--- src/rtl/tinyodin_sched_pkg.sv ---
// Scheduler state encoding and read/write phase helpers shared by the neuron
// event scheduler and the controller's time-reference path.
package tinyodin_sched_pkg;

    typedef enum logic [2:0] {
        ST_IDLE  = 3'd0,
        ST_FETCH = 3'd1,
        ST_EV_RD = 3'd2,
        ST_EV_WR = 3'd3,
        ST_TR_RD = 3'd4,
        ST_TR_WR = 3'd5
    } sched_state_t;

    localparam logic PH_RD = 1'b0;
    localparam logic PH_WR = 1'b1;

    function automatic logic in_sweep(input sched_state_t s);
        return (s == ST_EV_RD) || (s == ST_EV_WR) || (s == ST_TR_RD) || (s == ST_TR_WR);
    endfunction

    function automatic logic state_phase(input sched_state_t s);
        return ((s == ST_EV_WR) || (s == ST_TR_WR)) ? PH_WR : PH_RD;
    endfunction

endpackage

--- src/rtl/neuron_sweep_counter.sv ---
// M-bit neuron index with a latched sweep limit; wraps to 0 after the write
// that hits the limit. load_i has priority over inc_i.
import tinyodin_sched_pkg::*;

module neuron_sweep_counter #(
    parameter int M = 8
) (
    input  logic         clk_i,
    input  logic         rst_i,
    input  logic         load_i,
    input  logic         inc_i,
    input  logic [M-1:0] limit_i,
    output logic [M-1:0] idx_o,
    output logic         last_o
);

    logic [M-1:0] idx_q, idx_d;
    logic [M-1:0] limit_q, limit_d;

    assign last_o = (idx_q == limit_q);
    assign idx_o  = idx_q;

    always_comb begin
        idx_d   = idx_q;
        limit_d = limit_q;
        if (load_i) begin
            limit_d = limit_i;
            idx_d   = '0;
        end else if (inc_i) begin
            // Compare happens before the increment, so limit = 2^M-1 never wraps early.
            idx_d = last_o ? '0 : idx_q + M'(1);
        end
    end

    always_ff @(posedge clk_i) begin
        if (rst_i) begin
            idx_q   <= '0;
            limit_q <= '0;
        end else begin
            idx_q   <= idx_d;
            limit_q <= limit_d;
        end
    end

endmodule

--- src/rtl/neuron_event_scheduler.sv ---
// Arbitrates the neuron-state port between spike events and time-reference sweeps.
// Spike: pop, fetch, then one rd/wr pair per neuron; a pending tick wins at IDLE.
import tinyodin_sched_pkg::*;

module neuron_event_scheduler #(
    parameter int N = 256,
    parameter int M = 8
) (
    input  logic         CLK,
    input  logic         RST,
    input  logic         enable_i,
    input  logic [M-1:0] max_neuron_i,
    input  logic         tick_i,
    input  logic         fifo_empty_i,
    input  logic [M-1:0] fifo_r_data_i,
    output logic         fifo_r_en_o,
    output logic [M-1:0] neur_idx_o,
    output logic         neur_rd_o,
    output logic         neur_wr_o,
    output logic         neur_event_o,
    output logic         neur_tref_o,
    output logic [M-1:0] src_addr_o,
    output logic         busy_o,
    output logic         tick_done_o,
    output logic         tick_overrun_o
);

    localparam logic [M-1:0] LAST_NEURON = M'(N - 1);

    sched_state_t state_q, state_d;
    logic         tick_pend_q, tick_pend_d;
    logic         overrun_q, overrun_d;
    logic [M-1:0] src_q, src_d;
    logic         tick_req;
    logic         cnt_load;
    logic         sweep_last;
    logic [M-1:0] sweep_idx;
    logic [M-1:0] limit_eff;

    // A tick arriving in IDLE is granted the same cycle, hence the bypass.
    assign tick_req  = tick_pend_q | tick_i;
    assign limit_eff = (max_neuron_i > LAST_NEURON) ? LAST_NEURON : max_neuron_i;

    neuron_sweep_counter #(.M(M)) u_cnt (
        .clk_i   (CLK),
        .rst_i   (RST),
        .load_i  (cnt_load),
        .inc_i   (neur_wr_o),
        .limit_i (limit_eff),
        .idx_o   (sweep_idx),
        .last_o  (sweep_last)
    );

    always_ff @(posedge CLK) begin
        if (RST) begin
            state_q <= ST_IDLE;
        end else begin
            state_q <= state_d;
        end
    end

    always_comb begin
        state_d = state_q;
        unique case (state_q)
            ST_IDLE: begin
                if (enable_i) begin
                    if (tick_req) begin
                        state_d = ST_TR_RD;
                    end else if (!fifo_empty_i) begin
                        state_d = ST_FETCH;
                    end
                end
            end
            ST_FETCH: state_d = ST_EV_RD;
            ST_EV_RD: state_d = ST_EV_WR;
            ST_EV_WR: state_d = sweep_last ? ST_IDLE : ST_EV_RD;
            ST_TR_RD: state_d = ST_TR_WR;
            ST_TR_WR: state_d = sweep_last ? ST_IDLE : ST_TR_RD;
            default:  state_d = ST_IDLE;
        endcase
    end

    always_comb begin
        fifo_r_en_o  = 1'b0;
        neur_rd_o    = 1'b0;
        neur_wr_o    = 1'b0;
        if (state_q == ST_IDLE) begin
            fifo_r_en_o = enable_i && !tick_req && !fifo_empty_i;
        end
        if (in_sweep(state_q)) begin
            neur_rd_o = (state_phase(state_q) == PH_RD);
            neur_wr_o = (state_phase(state_q) == PH_WR);
        end
        neur_event_o = (state_q == ST_EV_RD) || (state_q == ST_EV_WR);
        neur_tref_o  = (state_q == ST_TR_RD) || (state_q == ST_TR_WR);
        tick_done_o  = (state_q == ST_TR_WR) && sweep_last;
        cnt_load     = (state_q == ST_FETCH) || ((state_q == ST_IDLE) && (state_d == ST_TR_RD));
    end

    always_comb begin
        tick_pend_d = tick_pend_q;
        overrun_d   = overrun_q;
        src_d       = src_q;
        if (!enable_i) begin
            tick_pend_d = 1'b0;
            overrun_d   = 1'b0;
        end else begin
            if (tick_i && tick_pend_q) begin
                overrun_d = 1'b1;
            end
            tick_pend_d = ((state_q == ST_IDLE) && (state_d == ST_TR_RD)) ? 1'b0 : tick_req;
        end
        // Popped word is on the FIFO read port during FETCH.
        if (state_q == ST_FETCH) begin
            src_d = fifo_r_data_i;
        end
    end

    always_ff @(posedge CLK) begin
        if (RST) begin
            tick_pend_q <= 1'b0;
            overrun_q   <= 1'b0;
            src_q       <= '0;
        end else begin
            tick_pend_q <= tick_pend_d;
            overrun_q   <= overrun_d;
            src_q       <= src_d;
        end
    end

    assign neur_idx_o     = sweep_idx;
    assign src_addr_o     = src_q;
    assign busy_o         = (state_q != ST_IDLE);
    assign tick_overrun_o = overrun_q;

endmodule

--- config.mk ---
export PLATFORM = sky130hd
export DESIGN_NAME = neuron_event_scheduler
export DESIGN_NICKNAME = d
export VERILOG_FILES = /design/src/rtl/tinyodin_sched_pkg.sv /design/src/rtl/neuron_sweep_counter.sv /design/src/rtl/neuron_event_scheduler.sv
export SDC_FILE = /design/constraint.sdc
export NUM_CORES = 1
export LEC_CHECK = 0
export CORE_UTILIZATION = 40
export DETAILED_ROUTE_END_ITERATION = 8
export PLACE_DENSITY = 0.71
export SYNTH_ARGS = -nofsm -noshare
export SYNTH_HDL_FRONTEND = slang
export SYNTH_SLANG_ARGS = --single-unit
export TNS_END_PERCENT = 10
--- constraint.sdc ---
create_clock -name CLK -period 1.45 [get_ports CLK]
set_clock_uncertainty 0.1 [all_clocks]
set_input_delay 0.145 -clock CLK [delete_from_list [all_inputs] [get_ports CLK]]
set_output_delay 0.145 -clock CLK [all_outputs]
set_load 0.01 [all_outputs]
==> results.py, run 1 <==
metrics = {
    "run_status": {
        "status": "finished, violations left",
        "violations": "setup timing",
    },
    "place": {
        "numPortBuffers": 44,
        "placed_cell_area_mm2": 0.00208,
        "place_congestion": 0.837,
        "post-dp-hpwl_um": 2810,
    },
    "cts": {
        "clock_latency_ns": 0.32,
        "clock_tree.htree_level_count": 2,
        "clock-sinks": 29,
        "cts_root_buf": "sky130_fd_sc_hd__clkbuf_4",
        "cts_buffers": 5,
        "cts_tree": "yes",
        "worst_setup_hold_path_clk_slew_ns": 0.09,
        "cts.path.max_buffers": 2,
    },
    "power": {
        "max-vdd-ir-drop_v": 0.000980,
        "p_leak_nw": 0.996,
        "power_per_cell_area_mw_per_mm2": 1570,
        "report.power.total_mw": 3.58,
    },
    "critical_path": {
        "critical_path.cell_chain": "buf_4 -> or3_4 -> a31oi_4 -> buf_12 -> o2111ai_1 -> o211ai_1",
        "worst-path-buf-inv": 2,
        "peak_per_stage_delay_on_the_critical_path_ns": 0.36,
        "crit_path_end_kind": "flip-flop",
        "timing.critical_path.from_type": "flip-flop",
        "critPathArrivalTime_ns": 1.78,
        "critical_path.max_fanout": 12,
        "critPathTopFamily": "compound AO/OA/AOI/OAI gates",
        "critical_path.slowest_cell": "sky130_fd_sc_hd__dfxtp_2",
        "critical_path_required_ns": 1.60,
        "timing_worst_setup_path_type": "reg2reg",
        "reg2reg_slack_ns": -0.18,
    },
    "yosys": {
        "cell_area_synth_mm2": 0.00143,
        "post_synth.cell_area_avg_um2": 8.51,
        "synth-seq-cells": 29,
        "synth-warning-count": 0,
        "synth.net_count": 190,
        "post_synth_inst_count": 168,
        "synth_cell_type_count": 35,
        "synth_sequential_area_ratio_pct": 40.6,
    },
    "routing": {
        "initialDrtViolationCount": 95,
        "met3_length_um": 215,
        "met2_wirelength_um": 2050,
        "route.detailed.drc": 0,
        "drt-wirelength-per-cell_um": 13.4,
        "wl_um": 3820,
        "metal1_wirelength_um": 1500,
        "vias": 1477,
        "antenna_violating_nets_left": 0,
        "routed_via_density": 5.18,
        "firstDrtPassIters": 4,
        "highest-signal-layer": "met4",
    },
    "hold_path": {
        "hp-class": "in2reg",
    },
    "timing": {
        "setup_slack_ns": -0.183,
        "final-hold-violation-count": 0,
        "slew_headroom_pct": 82.5,
        "maxSlewViolCount": 0,
        "grt_setup_unrepaired": "true",
        "timing_worst_slew_pin_value_ns": 0.261,
        "final.min_clock_period_ns": 1.63,
        "finalSetupViolCount": 19,
        "fmax_mhz": 612,
        "final_min_period_over_clock_period_pct": 113,
        "holdWs_ns": 0.263,
    },
    "cells_and_area": {
        "finish.instance_area_mm2": 0.00228,
        "finish.net_count": 260,
        "layout_common_cells": "sky130_fd_sc_hd__buf_4, sky130_fd_sc_hd__clkdlybuf4s50_1, sky130_fd_sc_hd__dfxtp_1",
        "utilization_pct": 67.3,
        "drive_gt1_share_pct": 29.7,
        "leading_cell_type_in_the_layout_fill_and_taps_excluded": "sky130_fd_sc_hd__buf_4",
        "area_delta_synth_final_pct": 59.5,
        "antenna_cells_inserted": 0,
    },
    "global_routing": {
        "largest_net_degree_at_the_start_of_global_routing": 18,
        "grtUsageTotal_pct": 21.7,
        "antenna_found_initial": 0,
        "grt_pass1_wl_um": 6070,
        "overflow": 0,
        "first_global_vias": 1443,
    },
    "floorplan": {
        "dieArea_mm2": 0.00382,
        "num_rows": 21,
        "start_util_pct": 42.2,
        "core_region_area_mm2": 0.00339,
        "top_level_ports": 45,
        "die_height_um": 61.8,
        "fp.dieW_um": 61.8,
    },
    "flow_run": {
        "max_cap_violations": 0,
    },
}
metrics by stage:
| step | instances | TNS, ns | setup WS [ns] |
|---|---|---|---|
| 6_report | 285 | -1.99 | -0.183 |
| 5_1_grt | 285 | -3.23 | -0.283 |
| 4_1_cts | 284 | -2.89 | -0.268 |
| 3_5_place_dp | 272 | -6.34 | -0.387 |
| 3_3_place_gp | 272 | -5.73 | -0.324 |
| 2_1_floorplan | 168 | -0.422 | -0.0385 |
worst min-delay path, stage by stage:
cell and delay (ns):
sky130_fd_sc_hd__clkdlybuf4s50_1 0.39, sky130_fd_sc_hd__nand2_1 0.06, sky130_fd_sc_hd__a21oi_1 0.05
final timing paths:
kind                                  startpoint  cells after the start        endpoint
worst max-delay path                  state_q[0]                      6  u_cnt.idx_o[4]
worst min-delay path            fifo_r_data_i[4]                      3   src_addr_o[4]
worst max register to register        state_q[0]                      6  u_cnt.idx_o[4]
worst min register to register     src_addr_o[4]                      2   src_addr_o[4]
what timing repair did:
item                                    CTS  global route
endpoints found under the setup margin   39            34
resized for setup                        46            21
buffers inserted                          4             1
endpoints found under the hold margin     0             0
hold buffers                              0             0
pin swaps                                 7             4
flip-flops by register name, summed over array words and instances (netlist names):
register and flops:
tick_overrun_o 1, state_q 3, u_cnt.idx_o 8, tick_pend_q 1, src_addr_o 8, u_cnt.limit_q 8
logic make-up (layout without fill, tap and decap cells):
family | count (synthesis) | count (layout) | synth area share [%]
AND/OR/NAND/NOR | 68 | 68 | 23.5
AO/OA/AOI/OAI | 35 | 35 | 17.3
flip-flops | 29 | 29 | 40.6
buffers and inverters | 18 | 89 | 6.56
XOR/XNOR | 9 | 9 | 5.51
multiplexers | 8 | 8 | 5.60
adder cells (fa/ha/maj) | 1 | 1 | 0.875
report_power, final:
group / total (mW) / internal [mW] / switching [mW]
Combinational: 1.82 / 0.928 / 0.888
Clock: 0.694 / 0.412 / 0.282
Sequential: 1.07 / 0.945 / 0.125
Total: 3.58 / 2.28 / 1.30
Yosys cell counts:
cell type                   number  area, µm²
sky130_fd_sc_hd__nor4_1          1       6.26
sky130_fd_sc_hd__a31oi_1         1       6.26
sky130_fd_sc_hd__and3_1          2       12.5
sky130_fd_sc_hd__nor2b_1         1       6.26
sky130_fd_sc_hd__clkbuf_1        4       15.0
sky130_fd_sc_hd__nand4_1         3       18.8
sky130_fd_sc_hd__o211ai_1        8       60.1
sky130_fd_sc_hd__nor2_1         14       52.6
sky130_fd_sc_hd__ha_1            1       12.5
sky130_fd_sc_hd__o21ai_0         2       10.0
sky130_fd_sc_hd__and4b_1         1       10.0
sky130_fd_sc_hd__o32ai_1         1       8.76
sky130_fd_sc_hd__nor3b_1         1       7.51
sky130_fd_sc_hd__a31oi_4         1       21.3
sky130_fd_sc_hd__buf_6           2       22.5
sky130_fd_sc_hd__nor3_1          4       20.0
sky130_fd_sc_hd__o22a_1          1       8.76
sky130_fd_sc_hd__buf_4           1       7.51
sky130_fd_sc_hd__or3_1           1       6.26
sky130_fd_sc_hd__or3_4           1       11.3
sky130_fd_sc_hd__mux2i_1         8       80.1
sky130_fd_sc_hd__nand3_1        11       55.1
sky130_fd_sc_hd__a21oi_1        12       60.1
sky130_fd_sc_hd__dfxtp_1        29        581
sky130_fd_sc_hd__o2111ai_1       5       43.8
sky130_fd_sc_hd__xnor2_1         9       78.8
sky130_fd_sc_hd__o21ai_1         1       5.00
sky130_fd_sc_hd__buf_2           6       30.0
sky130_fd_sc_hd__nand2b_1        5       31.3
sky130_fd_sc_hd__nand2_1        19       71.3
sky130_fd_sc_hd__or2_2           3       18.8
sky130_fd_sc_hd__o21a_1          2       15.0
sky130_fd_sc_hd__o21ai_2         1       8.76
sky130_fd_sc_hd__or3b_2          1       8.76
sky130_fd_sc_hd__inv_1           5       18.8
area by class of cell:
type / count / area [µm²]
clock buffers: 7 / 55.1
inverters: 5 / 21.3
flip-flops and latches: 29 / 597
repair buffers: 76 / 691
fillers: 281 / 1110
multi-input cells: 121 / 830
clock inverters: 1 / 30.0
well taps: 46 / 57.6
layer usage:
| layer | vias up | track usage (%) |
|---|---|---|
| li1 | 737 | - |
| met1 | 686 | 23.9 |
| met2 | 44 | 39.5 |
| met3 | 10 | 5.80 |
| met4 | 0 | 8.89 |
| met5 | - | 0 |
Note: power is estimated with default switching activity, not from simulation.
==> run 2, diff against run 1 <==
DONT_BUFFER_PORTS = 1   (was not set)
GPL_ROUTABILITY_DRIVEN = 0   (was not set)
PLACE_DENSITY = 0.54   (was 0.71)
SETUP_SLACK_MARGIN = 0.2   (was not set)
==> run 2 against run 1 <==
The flow still finishes with violations (setup timing). Highest routed layer unchanged. Critical path type is now reg2out. Critical endpoint is now tick_done_o. Register-to-register slack better by 0.06 ns. Cell area down 6.0%. Worst setup slack worse by 0.058 ns. Global-route usage up 0.058 points. Hold slack worse by 0.22 ns.
==> results.py, run 2 (same netlist as run 1, synthesis figures left out) <==
metrics = {
    "power": {
        "p_leak_nw": 0.831,
        "clkPwrFrac_pct": 13.6,
        "power.combinational.fraction_pct": 54.0,
        "max-vdd-ir-drop_v": 0.000852,
        "switching_power_mw": 1.35,
        "power_per_cell_area_mw_per_mm2": 1600,
        "p_int_mw": 2.08,
        "power.share.sequential_pct": 32.4,
        "power.share.switching_pct": 39.3,
    },
    "cts": {
        "worst_setup_hold_path_clk_slew_ns": 0.11,
        "cts_tree": "yes",
        "clock_tree.htree_level_count": 2,
        "cts.path.max_buffers": 2,
        "cts_root_buf": "sky130_fd_sc_hd__clkbuf_4",
        "cts_buffers": 5,
        "clock-sinks": 29,
        "clock_latency_ns": 0.33,
    },
    "floorplan": {
        "fp.dieW_um": 61.8,
        "num_rows": 21,
        "start_util_pct": 42.2,
        "die_height_um": 61.8,
        "core_region_area_mm2": 0.00339,
        "dieArea_mm2": 0.00382,
        "top_level_ports": 45,
    },
    "timing": {
        "maxSlewViolCount": 0,
        "timing_worst_slew_pin_value_ns": 0.813,
        "final.min_clock_period_ns": 1.69,
        "grt_setup_unrepaired": "true",
        "fmax_mhz": 592,
        "finalSetupViolCount": 18,
        "setup_slack_ns": -0.241,
        "slew_headroom_pct": 45.8,
        "final_min_period_over_clock_period_pct": 117,
        "final-hold-violation-count": 0,
        "holdWs_ns": 0.0439,
    },
    "routing": {
        "drt-wirelength-per-cell_um": 14.7,
        "initialDrtViolationCount": 103,
        "route.detailed.drc": 0,
        "routed_via_density": 5.37,
        "firstDrtPassIters": 4,
        "wl_um": 3910,
        "vias": 1435,
        "antenna_violating_nets_left": 0,
    },
    "critical_path": {
        "timing.critical_path.from_type": "flip-flop",
        "critPathArrivalTime_ns": 1.45,
        "critical_path.cell_chain": "xnor2_2 -> nand4_1 -> buf_4 -> nor4_4",
        "worst-path-buf-inv": 1,
        "peak_per_stage_delay_on_the_critical_path_ns": 0.38,
        "critical_path.max_fanout": 2,
        "critPathTopFamily": "simple AND/OR/NAND/NOR gates",
        "critical_path_required_ns": 1.21,
        "crit_path_end_kind": "output pin",
        "timing_worst_setup_path_type": "reg2out",
        "critical_path.slowest_cell": "sky130_fd_sc_hd__dfxtp_2",
    },
    "place": {
        "numPortBuffers": 0,
        "placed_cell_area_mm2": 0.00172,
        "place_worst_setup_slack_ns": -0.0269,
        "post-dp-hpwl_um": 2610,
    },
    "run_status": {
        "status": "finished, violations left",
        "violations": "setup timing",
    },
    "global_routing": {
        "grt_pass1_wl_um": 6010,
        "antenna_found_initial": 0,
        "overflow": 0,
        "largest_net_degree_at_the_start_of_global_routing": 24,
        "grtUsageTotal_pct": 21.8,
        "first_global_vias": 1366,
    },
    "cells_and_area": {
        "fill_cells": 293,
        "finish.net_count": 242,
        "area_delta_synth_final_pct": 50.0,
        "drive_gt1_share_pct": 38.0,
        "leading_cell_type_in_the_layout_fill_and_taps_excluded": "sky130_fd_sc_hd__buf_4",
        "utilization_pct": 63.3,
        "antenna_cells_inserted": 0,
        "finish.instance_area_mm2": 0.00214,
        "layout_common_cells": "sky130_fd_sc_hd__buf_4, sky130_fd_sc_hd__nand2_1, sky130_fd_sc_hd__dlygate4sd3_1",
    },
    "hold_path": {
        "hp-class": "in2reg",
    },
    "flow_run": {
        "max_cap_violations": 0,
    },
}
==> run 2: cell count changes in the layout (fill, tap and decap cells not counted), moves of 2 or more <==
cell and change:
sky130_fd_sc_hd__dfxtp_2 +3, sky130_fd_sc_hd__clkbuf_1 +2, sky130_fd_sc_hd__o2111ai_2 +4, sky130_fd_sc_hd__dfxtp_1 -3, sky130_fd_sc_hd__buf_2 -3, sky130_fd_sc_hd__xnor2_2 +2
sky130_fd_sc_hd__dlymetal6s2s_1 -2, sky130_fd_sc_hd__clkdlybuf4s50_1 -20, sky130_fd_sc_hd__o2111ai_1 -4, sky130_fd_sc_hd__buf_4 +5, sky130_fd_sc_hd__dlygate4sd2_1 -16, sky130_fd_sc_hd__dlygate4sd3_1 +18
==> run 2: cell type report <==
| type | instances | area (µm²) | area share [%] |
|---|---|---|---|
| Timing Repair Buffer | 58 | 529 | 24.7 |
| Clock buffer | 8 | 48.8 | 2.28 |
| Tap cell | 46 | 57.6 | 2.68 |
| Multi-Input combinational cell | 121 | 885 | 41.2 |
| Inverter | 5 | 23.8 | 1.11 |
| Sequential cell | 29 | 601 | 28.0 |
==> run 2: metrics by stage <==
stage	power (mW)	cells	setup TNS [ns]
floorplan	1.95	168	-0.399
global placement	2.44	234	0
detailed placement	2.48	234	-0.131
CTS	3.32	267	-1.41
global route	3.64	267	-3.07
finish	3.42	267	-1.21
==> run 2: power groups by stage <==
stage	clock, mW	sequential (mW)	combinational (mW)
finish	0.465	1.11	1.85
global route	0.505	1.14	2.00
CTS	0.481	1.09	1.75
detailed placement	0	1.09	1.39
global placement	0	1.08	1.36
floorplan	0	1.03	0.923
==> run 2: path summary, 6_finish.rpt <==
check                 startpoint        endpoint  cells after the start  slack, ns
setup / recovery  u_cnt.idx_o[5]     tick_done_o                      4      -0.24
hold / removal               RST  u_cnt.idx_o[4]                      4       0.04
setup reg to reg  u_cnt.idx_o[5]  u_cnt.idx_o[6]                      7      -0.12
hold reg to reg   u_cnt.idx_o[1]  u_cnt.idx_o[1]                      2       0.40
==> run 2: worst register-to-register path, delay by kind of cell (launching register included) <==
kind | cells | cell delay, ns
AO/OA/AOI/OAI | 2 | 0.28
XOR/XNOR | 1 | 0.11
AND/OR/NAND/NOR | 1 | 0.15
flip-flops | 1 | 0.38
buffers and inverters | 3 | 0.42
==> run 2: what timing repair did <==
action                                  in CTS  in global routing
pin swaps                                   14                  2
endpoints found under the setup margin      36                 38
cloned                                       0                  0
hold endpoints to repair                    23                  0
hold buffers                                19                  0
setup buffers                                6                  0
gates resized for setup                     32                 13
==> run 2: layer usage <==
metal  vias up  share of wire [%]  global-route usage (%)  wire length (µm)
li1        697                  -                       -                 -
met1       677                 41                    26.3              1610
met2        53                 49                    37.2              1910
met3         8                8.4                    6.42               327
met4         0                1.6                    6.98                63
met5         -                  0                       0                 0
